===== config.mk =====
export PLATFORM = sky130hd
export DESIGN_NAME = noc_switch_alloc
export DESIGN_NICKNAME = d
export VERILOG_FILES = /design/src/rtl/noc_switch_alloc.sv
export SDC_FILE = /design/constraint.sdc
export NUM_CORES = 1
export LEC_CHECK = 0
export CAP_MARGIN = 0
export CELL_PAD_IN_SITES_DETAIL_PLACEMENT = 2
export CELL_PAD_IN_SITES_GLOBAL_PLACEMENT = 2
export CORE_MARGIN = 4
export CORE_UTILIZATION = 32
export CTS_BUF_LIST = sky130_fd_sc_hd__clkbuf_2
export DETAILED_ROUTE_END_ITERATION = 8
export PLACE_DENSITY = 0.95
export SYNTH_ARGS = -nofsm -noshare
export SYNTH_HDL_FRONTEND = slang
export SYNTH_SLANG_ARGS = --single-unit

===== constraint.sdc =====
create_clock -name clk -period 7.7 [get_ports clk]
set_input_delay 1.925 -clock clk [delete_from_list [all_inputs] [get_ports clk]]
set_output_delay 1.925 -clock clk [all_outputs]
set_load 0.02 [all_outputs]

===== src/rtl/noc_switch_alloc.sv =====
// noc_switch_alloc: XY route compute, per-output round-robin switch allocation
// and registered output slots with a valid/ready handshake. It sits directly
// behind the five input buffers (N, S, E, W, L) and pops the heads that win.
// Flits are 16 bits: [15:13] dst_x, [12:10] dst_y, [9:0] payload.

module noc_switch_alloc #(
    parameter logic [2:0] X_ADDR = 3'd0,
    parameter logic [2:0] Y_ADDR = 3'd0,
    // Set by the buffer stage. Only 16 is supported.
    parameter int         FLIT_W = 16
) (
    input  logic                clk,
    input  logic                rst,
    input  logic [5*FLIT_W-1:0] head_i,
    input  logic [4:0]          head_vld_i,
    output logic [4:0]          pop_req_o,
    output logic [5*FLIT_W-1:0] out_flit_o,
    output logic [4:0]          out_vld_o,
    input  logic [4:0]          out_rdy_i
);

    localparam int NP = 5;

    // Port indices. They are shared by inputs and outputs.
    localparam logic [2:0] P_N = 3'd0;
    localparam logic [2:0] P_S = 3'd1;
    localparam logic [2:0] P_E = 3'd2;
    localparam logic [2:0] P_W = 3'd3;
    localparam logic [2:0] P_L = 3'd4;

    // Route of each input head, and the request mask seen by each output.
    logic [2:0]          route     [NP];
    logic [NP-1:0]       req       [NP];

    // Arbitration results per output.
    logic [NP-1:0]       slot_free;
    logic [NP-1:0]       grant_vld;
    logic [2:0]          grant_idx [NP];

    // Registered output slots and round-robin pointers.
    logic [NP*FLIT_W-1:0] out_flit_q, out_flit_d;
    logic [NP-1:0]        out_vld_q,  out_vld_d;
    logic [2:0]           ptr_q [NP];
    logic [2:0]           ptr_d [NP];

    // XY route compute. X is resolved first, then Y, and a match on both goes local.
    always_comb begin
        // NOTE: combinational blocks assign every output a default before any
        // branch. Without the default, some path would leave a value unassigned
        // and synthesis would infer a latch.
        for (int i = 0; i < NP; i++) begin
            route[i] = P_L;
        end
        for (int i = 0; i < NP; i++) begin
            logic [2:0] dst_x;
            logic [2:0] dst_y;
            dst_x = head_i[i*FLIT_W + FLIT_W-3 +: 3];
            dst_y = head_i[i*FLIT_W + FLIT_W-6 +: 3];
            if (dst_x > X_ADDR) begin
                route[i] = P_E;
            end else if (dst_x < X_ADDR) begin
                route[i] = P_W;
            end else if (dst_y > Y_ADDR) begin
                route[i] = P_N;
            end else if (dst_y < Y_ADDR) begin
                route[i] = P_S;
            end else begin
                route[i] = P_L;
            end
        end
    end

    // Build each output's request mask from the valid inputs routed to it.
    always_comb begin
        for (int k = 0; k < NP; k++) begin
            req[k] = '0;
            for (int i = 0; i < NP; i++) begin
                req[k][i] = head_vld_i[i] && (route[i] == 3'(k));
            end
        end
    end

    // Output slot k can take a new flit when it is empty or being drained this cycle.
    always_comb begin
        for (int k = 0; k < NP; k++) begin
            slot_free[k] = !out_vld_q[k] || out_rdy_i[k];
        end
    end

    // Round-robin search per output. It starts at ptr and wraps mod 5. Reset suppresses all grants.
    always_comb begin
        for (int k = 0; k < NP; k++) begin
            logic found;
            int   idx;
            found        = 1'b0;
            idx          = 0;
            grant_idx[k] = '0;
            for (int off = 0; off < NP; off++) begin
                idx = int'(ptr_q[k]) + off;
                if (idx >= NP) begin
                    idx = idx - NP;
                end
                if (!found && req[k][idx]) begin
                    found        = 1'b1;
                    grant_idx[k] = 3'(idx);
                end
            end
            grant_vld[k] = found && slot_free[k] && !rst;
        end
    end

    // Pop each winning input. An input routes to a single output, so it gets at most one grant.
    always_comb begin
        pop_req_o = '0;
        for (int k = 0; k < NP; k++) begin
            if (grant_vld[k]) begin
                pop_req_o[grant_idx[k]] = 1'b1;
            end
        end
    end

    // Next state of the output slots and pointers.
    // A grant overwrites the slot. A drain with no grant clears only the valid bit.
    always_comb begin
        out_flit_d = out_flit_q;
        out_vld_d  = out_vld_q;
        for (int k = 0; k < NP; k++) begin
            ptr_d[k] = ptr_q[k];
            if (grant_vld[k]) begin
                out_flit_d[k*FLIT_W +: FLIT_W] = head_i[int'(grant_idx[k])*FLIT_W +: FLIT_W];
                out_vld_d[k]                   = 1'b1;
                ptr_d[k]                       = (grant_idx[k] == P_L) ? P_N : grant_idx[k] + 3'd1;
            end else if (out_rdy_i[k]) begin
                out_vld_d[k] = 1'b0;
            end
        end
    end

    // State register with synchronous reset.
    always_ff @(posedge clk) begin
        // NOTE: sequential state uses non-blocking (<=) so every register
        // samples pre-edge values. Blocking here would create order-dependent races.
        if (rst) begin
            // NOTE: the flit slots are reset along with the valid bits. A reset
            // must leave out_flit_o at zero, so they are not left uninitialised
            // like plain data storage.
            out_flit_q <= '0;
            out_vld_q  <= '0;
            for (int k = 0; k < NP; k++) begin
                ptr_q[k] <= '0;
            end
        end else begin
            out_flit_q <= out_flit_d;
            out_vld_q  <= out_vld_d;
            for (int k = 0; k < NP; k++) begin
                ptr_q[k] <= ptr_d[k];
            end
        end
    end

    assign out_flit_o = out_flit_q;
    assign out_vld_o  = out_vld_q;

    // Pointer range and backpressure invariants.
    for (genvar k = 0; k < NP; k++) begin : g_chk
        a_ptr_range : assert property (@(posedge clk) disable iff (rst)
            ptr_q[k] < 3'd5);
        a_stall_hold : assert property (@(posedge clk) disable iff (rst)
            (out_vld_q[k] && !out_rdy_i[k]) |=> ($stable(out_flit_q[k*FLIT_W +: FLIT_W]) && out_vld_q[k]));
    end

endmodule


# Yosys cells after proc, flatten, opt, wreduce, memory -nomap -nowiden
# Memories as Yosys holds them, arrays and structs flattened.
# Index checks and enable logic that the tools add are counted.
dict set report word_totals {
  ram_bits 15
  memories 1
  reg_bits 85
  wordCells 494
  inputBits 92
  out_inout_bits 90
}
# memory depth width read_ports rd_clocked_by_memory_dff wr line_no
set memory_table {}
lappend memory_table {ptr_q 5 3 5 0 5 43} ;# logic [2:0] ptr_q [NP];
dict set report op_classes {
  n_shift 5
  bitwise 9
  n_addsub 50
  order_cmp 80
  n_reduce_logical 101
  muxes 213
  n_eq_ne 25
}
# cell count
set op_table {}
lappend op_table {{32-bit by 5-bit < comparator with 1-bit output, second input constant} 25}
lappend op_table {{32-bit two-way mux} 25}
lappend op_table {{80-bit by 8-bit variable part select with 16-bit output} 5}
lappend op_table {{3-bit two-way mux} 60}
lappend op_table {{4-bit by 3-bit subtractor with 5-bit output, second input constant} 20}
lappend op_table {{1-bit two-way mux} 93}
lappend op_table {{4-bit by 3-bit >= comparator with 1-bit output, second input constant} 20}
lappend op_table {{1-bit binary-select mux with 3-bit select} 25}
lappend op_table {{1-bit logical AND} 60}
lappend op_table {{3-bit by 2-bit adder with 4-bit output, second input constant} 10}
lappend op_table {{3-bit by 2-bit == test with 1-bit output, second input constant} 10}
lappend op_table {{3-bit == test, second input constant} 10}
lappend op_table {{3-bit by 1-bit greater-than comparator with 1-bit output, second input constant} 10}
lappend op_table {{3-bit by 1-bit < comparator with 1-bit output, second input constant} 10}
lappend op_table {{1-bit logical NOT} 26}
lappend op_table {{5-bit two-way mux} 5}
lappend op_table {{3-bit by 1-bit adder with 4-bit output, second input constant} 5}
lappend op_table {{3-bit by 3-bit adder with 4-bit output, second input constant} 5}
lappend op_table {{3-bit by 4-bit < comparator with 1-bit output, second input constant} 5}
lappend op_table {{5-bit bitwise OR} 4}
lappend op_table {{3-bit by 3-bit subtractor with 4-bit output, second input constant} 5}
lappend op_table {{3-bit by 1-bit adder with 3-bit output, second input constant} 5}
lappend op_table {{1-bit demux with 3-bit select} 5}
lappend op_table {{3-bit by 1-bit == test with 1-bit output, second input constant} 5}
lappend op_table {{6 further kinds} 30}

# Logic depth before layout (Yosys ltp)
dict set report logic_depth {
  word_depth 36
  ltp_mapped 22
  depth_no_buf 17
}

# Worst setup path before layout
# Ideal clock, no wire load.
dict set report synth_path {
  kind {input to output}
  from {input port head_i[63]}
  to {output port pop_req_o[3]}
  required_ns 5.775
  n_path_buf 2
  cell_stages 12
  slack_ns 0.977
  t_arrival_ns 4.798
  path_cell_list {or4b_1 > and2b_1 > mux2i_1 > or3_1 > and3b_1 > and3_1 > clkbuf_1 > and3_1 > nor2_2 > buf_4 > inv_1 > o21ai_0}
}
dict set report synth_between {
  elab_chain_cells 34
  elab_cells_between_ends 223
  classes_between {order compare: 12; eq/ne: 4; mux: 142; bitwise: 4; reduce/logical: 61}
}
# element line_no
set synth_rtl {}
lappend synth_rtl {{start, declared} 14} ;# input logic [5*FLIT_W-1:0] head_i,
lappend synth_rtl {{3-bit by 1-bit < comparator with 1-bit output} 61} ;# end else if (dst_x < X_ADDR) begin
lappend synth_rtl {{3-bit two-way mux} 61}
lappend synth_rtl {{3-bit two-way mux (*)} 59} ;# if (dst_x > X_ADDR) begin
lappend synth_rtl {{3-bit logical NOT} 78} ;# req[k][i] = head_vld_i[i] && (route[i] == 3'(k));
lappend synth_rtl {{1-bit logical AND} 78}
lappend synth_rtl {{1-bit binary-select mux with 3-bit select} 103} ;# if (!found && req[k][idx]) begin
lappend synth_rtl {{1-bit two-way mux (not written as such) (2 in series)} 103}
lappend synth_rtl {{1-bit two-way mux} 103}
lappend synth_rtl {{[17 not listed]} --}
lappend synth_rtl {{5-bit bitwise OR (no line)} --}
lappend synth_rtl {{5-bit two-way mux} 116} ;# if (grant_vld[k]) begin
lappend synth_rtl {{5-bit bitwise OR (no line)} --}
lappend synth_rtl {{5-bit two-way mux} 116}
lappend synth_rtl {{5-bit bitwise OR (no line)} --}
lappend synth_rtl {{5-bit two-way mux} 116}
lappend synth_rtl {{5-bit bitwise OR (no line)} --}
lappend synth_rtl {{5-bit two-way mux (*)} 116}
lappend synth_rtl {{end, declared} 16} ;# output logic [4:0] pop_req_o,
# Every way passes the cells marked *; elsewhere a longest branch is shown, timed or not. The select of a mux whose other input is x is not followed.

# Worst setup path in the final report
dict set report layout_path {
  from {input port head_i[63]}
  to {output port pop_req_o[1]}
}
# The elaborated chain is that of the path after synthesis.

==> results.yml <==
status:
  status: "finished, violations left"
  violations: "setup timing"
yosys:
  yosysMostFrequentCell: "nand3_1"
  yosysSeqAreaShare_pct: 16.0
  synth_top_area_share_pct: 16.0
  synth_edf_count: 0
  synth.avg_cell_area_um2: 7.82
  synth-async-reset-ratio_pct: 0
  synth_top_area_cell: "dfxtp_1"
  synth_cells: 962
  syn_area_mm2: 0.00752
  yosysUniqueCellTypes: 98
  synth_area_leaders: "dfxtp_1 (16%), ha_1 (6.8%), nand3_1 (4.6%), a221o_1 (4.4%), buf_4 (4.4%)"
  ys_ff_latch: 60
  synthTopCellsByCount: "nand3_1 (69), dfxtp_1 (60), nand2_1 (52)"
  ys_warn_count: 0
  ys.flop_type: "dfxtp_1"
cts:
  clk_pin_slew_ps: 280
  cts_buffers: 9
  cts_buffer_depth: 2
  post-cts-setup-buffers: 0
  cts_tree: "built"
  root_buffer: "clkbuf_2"
  clk_latency_ps: 640
  numClockSinks: 60
  hold_buffers: 0
  htreeDepth: 3
sta:
  fmax_ghz: 0.130
  hold_slack_ps: 507
  setup_ws_ps: -14.7
  min_period_ps: 7710
  worstMarginPinSlew_ps: 1430
  maxSlewViolCount: 0
  rsz0062_at_grt: "yes"
  fin_skew_ps: 76.1
  max_slew_margin_pct: 4.31
  min_period_over_period_pct: 100
  hold_viol: 0
  setup_viol: 1
power_and_ir_drop:
  p_leak_uw: 0.00384
  power.net_switching_uw: 2020
  pwr-share-seq_pct: 13.4
  ir_drop_uv: 205
  p_per_area_mw_per_mm2: 361
  power_frac_comb_pct: 79.7
  clkPwrFrac_pct: 6.9
  switching_share_pct: 58.3
  power_uw: 3470
  power.internal_uw: 1450
floorplanning:
  rows: 55
  die_h_um: 161
  die_w_um: 161
  io_pins: 182
  start_util_pct: 32.9
  core_mm2: 0.0228
  die_area_mm2: 0.0260
global_route:
  grt_overflow: 0
  grt_pass1_vias: 10700
  grt_first_pass_wirelength_um: 65900
  grt_max_degree: 32
  antenna_found_initial: 2
  grt_util_all_layers_pct: 32.3
placement:
  gp_congestion: 0.930
  io_buffer_count: 145
  dp.cells: 1431
  place_ws_ps: -107
  dp_hpwl_um: 32300
  dpl-instance-area_mm2: 0.00946
cells_and_area:
  fin_nets: 1262
  n_fill_cell: 2600
  stdcell_area_mm2: 0.00960
  areaGrowthSynthToFinish_pct: 27.7
  instances_no_fill: 1448
  drive_gt1_share_pct: 12.8
setup_path:
  r2r_end: "out_flit_o[3]$_SDFFE_PP0P_"
  end_kind: "output pin"
  r2r_setup_slack_ps: 2160
  cp_max_fo: 6
  crit_start: "head_i[63]"
  r2r_cells: 13
  crit_slowest_cell: "or4b_4"
  r2r_start: "ptr_q[0][1]$_SDFFE_PP0P_"
  arrival_ps: 5790
  slowest_delay_ps: 580
  path_cells: "clkdlybuf4s50_1 > or4b_4 > and2b_1 > mux2i_1 > or3_1 > and3b_1 > and3_1 > and3_1 > o21ai_0 > nor2_1 > a211o_1 > dlygate4sd2_1"
  cp-start-kind: "input pin"
  crit_type: "in2out"
  path_common_cell: "and3_1"
  worstPathRequired_ps: 5780
route:
  routed_wl_um: 44000
  drc: 0
  drtIter0Drc: 830
  drt_first_pass_iters: 5
  vias: 9709
  ant_nets: 0
  wl_per_cell_um: 30.4
  via_per_inst: 6.71
worst_hold_path:
  whs_path_depth: 1
  worstHoldStart: "out_flit_o[15]$_SDFFE_PP0P_"
  hold_class: "reg2reg"
  holdPathEnd: "out_flit_o[15]$_SDFFE_PP0P_"
run:
  maxCapViolCount: 0
[area by class of cell]
cell class              count  area [um2]  share of cell area (%)
flip-flops and latches     60        1200                    12.5
repair buffers            221        2010                    21.0
diodes                      1        2.50                  0.0261
clock inverters             7        73.8                   0.769
clock buffers               9        45.0                   0.469
multi-input cells         797        5720                    59.6
inverters                  40         153                    1.59
well taps                 313         392                    4.08
[registers in the layout, indices dropped and copies added, names as in the netlist]
register    flops
ptr_q           9
out_vld_o       3
out_flit_o     48
[stage by stage]
step	utilization [%]	TNS, ps
floorplan	-	0
global placement	41.4	-8.96
detailed placement	41.4	-368
CTS	42.0	0
global route	42.0	-56.4
finish	42.0	-14.7
[logic make-up (layout without fill, tap and decap cells)]
family / count (synthesis) / after routing / share of synthesized area, %
flops: 60 / 60 / 16.0
buf+inv: 138 / 277 / 10.1
compound gates: 347 / 347 / 37.0
other cells: 1 / 35 / 0.0499
simple gates: 322 / 322 / 22.6
fa+ha+maj: 41 / 41 / 6.82
mux: 41 / 41 / 5.77
xor+xnor: 12 / 12 / 1.60
[layout by cell type, fill, tap and decap left out, types with 7 or more instances in the layout]
master             n
inv_1             37
and3_1            23
mux2_2            11
ha_1              41
nor2b_1           28
mux2i_1           28
dfxtp_1           59
nand3_1           69
o21ai_0           42
nor3_1            23
clkdlybuf4s50_1  140
or3_1             10
a32o_1            27
a31oi_1            8
nor2_1            45
nand2b_1          20
and2_1            13
conb_1            34
a211oi_1          15
xnor2_1            8
a21oi_1           37
a32oi_1           14
nand2_1           52
o22ai_1            8
o21a_1            13
o211ai_1          24
o31ai_1           12
buf_4             76
nand4_1            9
a221o_1           33
a22oi_1            7
clkbuf_2          10
[power groups by stage]
stage	clock network, uW	logic (uW)	registers, uW
floorplan	0	1580	496
global placement	0	2350	458
detailed placement	0	2600	465
CTS	235	2670	462
global route	250	2880	471
finish	238	2770	465
[worst max-delay path, delay by kind of cell]
kind                   cells  cell delay [ps]
AO/OA/AOI/OAI              2              730
buffers and inverters      2              780
multiplexers               1              120
AND/OR/NAND/NOR            7             2220
[what timing repair did]
| item | in CTS | in global routing |
|---|---|---|
| gates resized for setup | 8 | 7 |
| cloned | 0 | 0 |
| setup endpoints to repair | 5 | 5 |
[routing by layer]
metal / global-route usage (%) / vias up / routed length, um / share of wire, %
met2: 56.7 / 619 / 21400 / 49
li1: - / 4023 / - / -
met4: 17.5 / 2 / 2650 / 6.0
met5: 0 / - / 11 / 0.025
met1: 36.8 / 4864 / 16700 / 38
met3: 6.46 / 201 / 3220 / 7.3
[worst max-delay path by stage]
stage,end,slack [ps],cells past startpoint
after floorplan,pop_req_o[3],980,12
after global placement,pop_req_o[3],-9,12
after detailed placement,pop_req_o[2],-110,14
after CTS,pop_req_o[2],130,12
after global routing,pop_req_o[1],-60,15
final,pop_req_o[1],-10,12
Note: power is estimated with default switching activity, not from simulation.
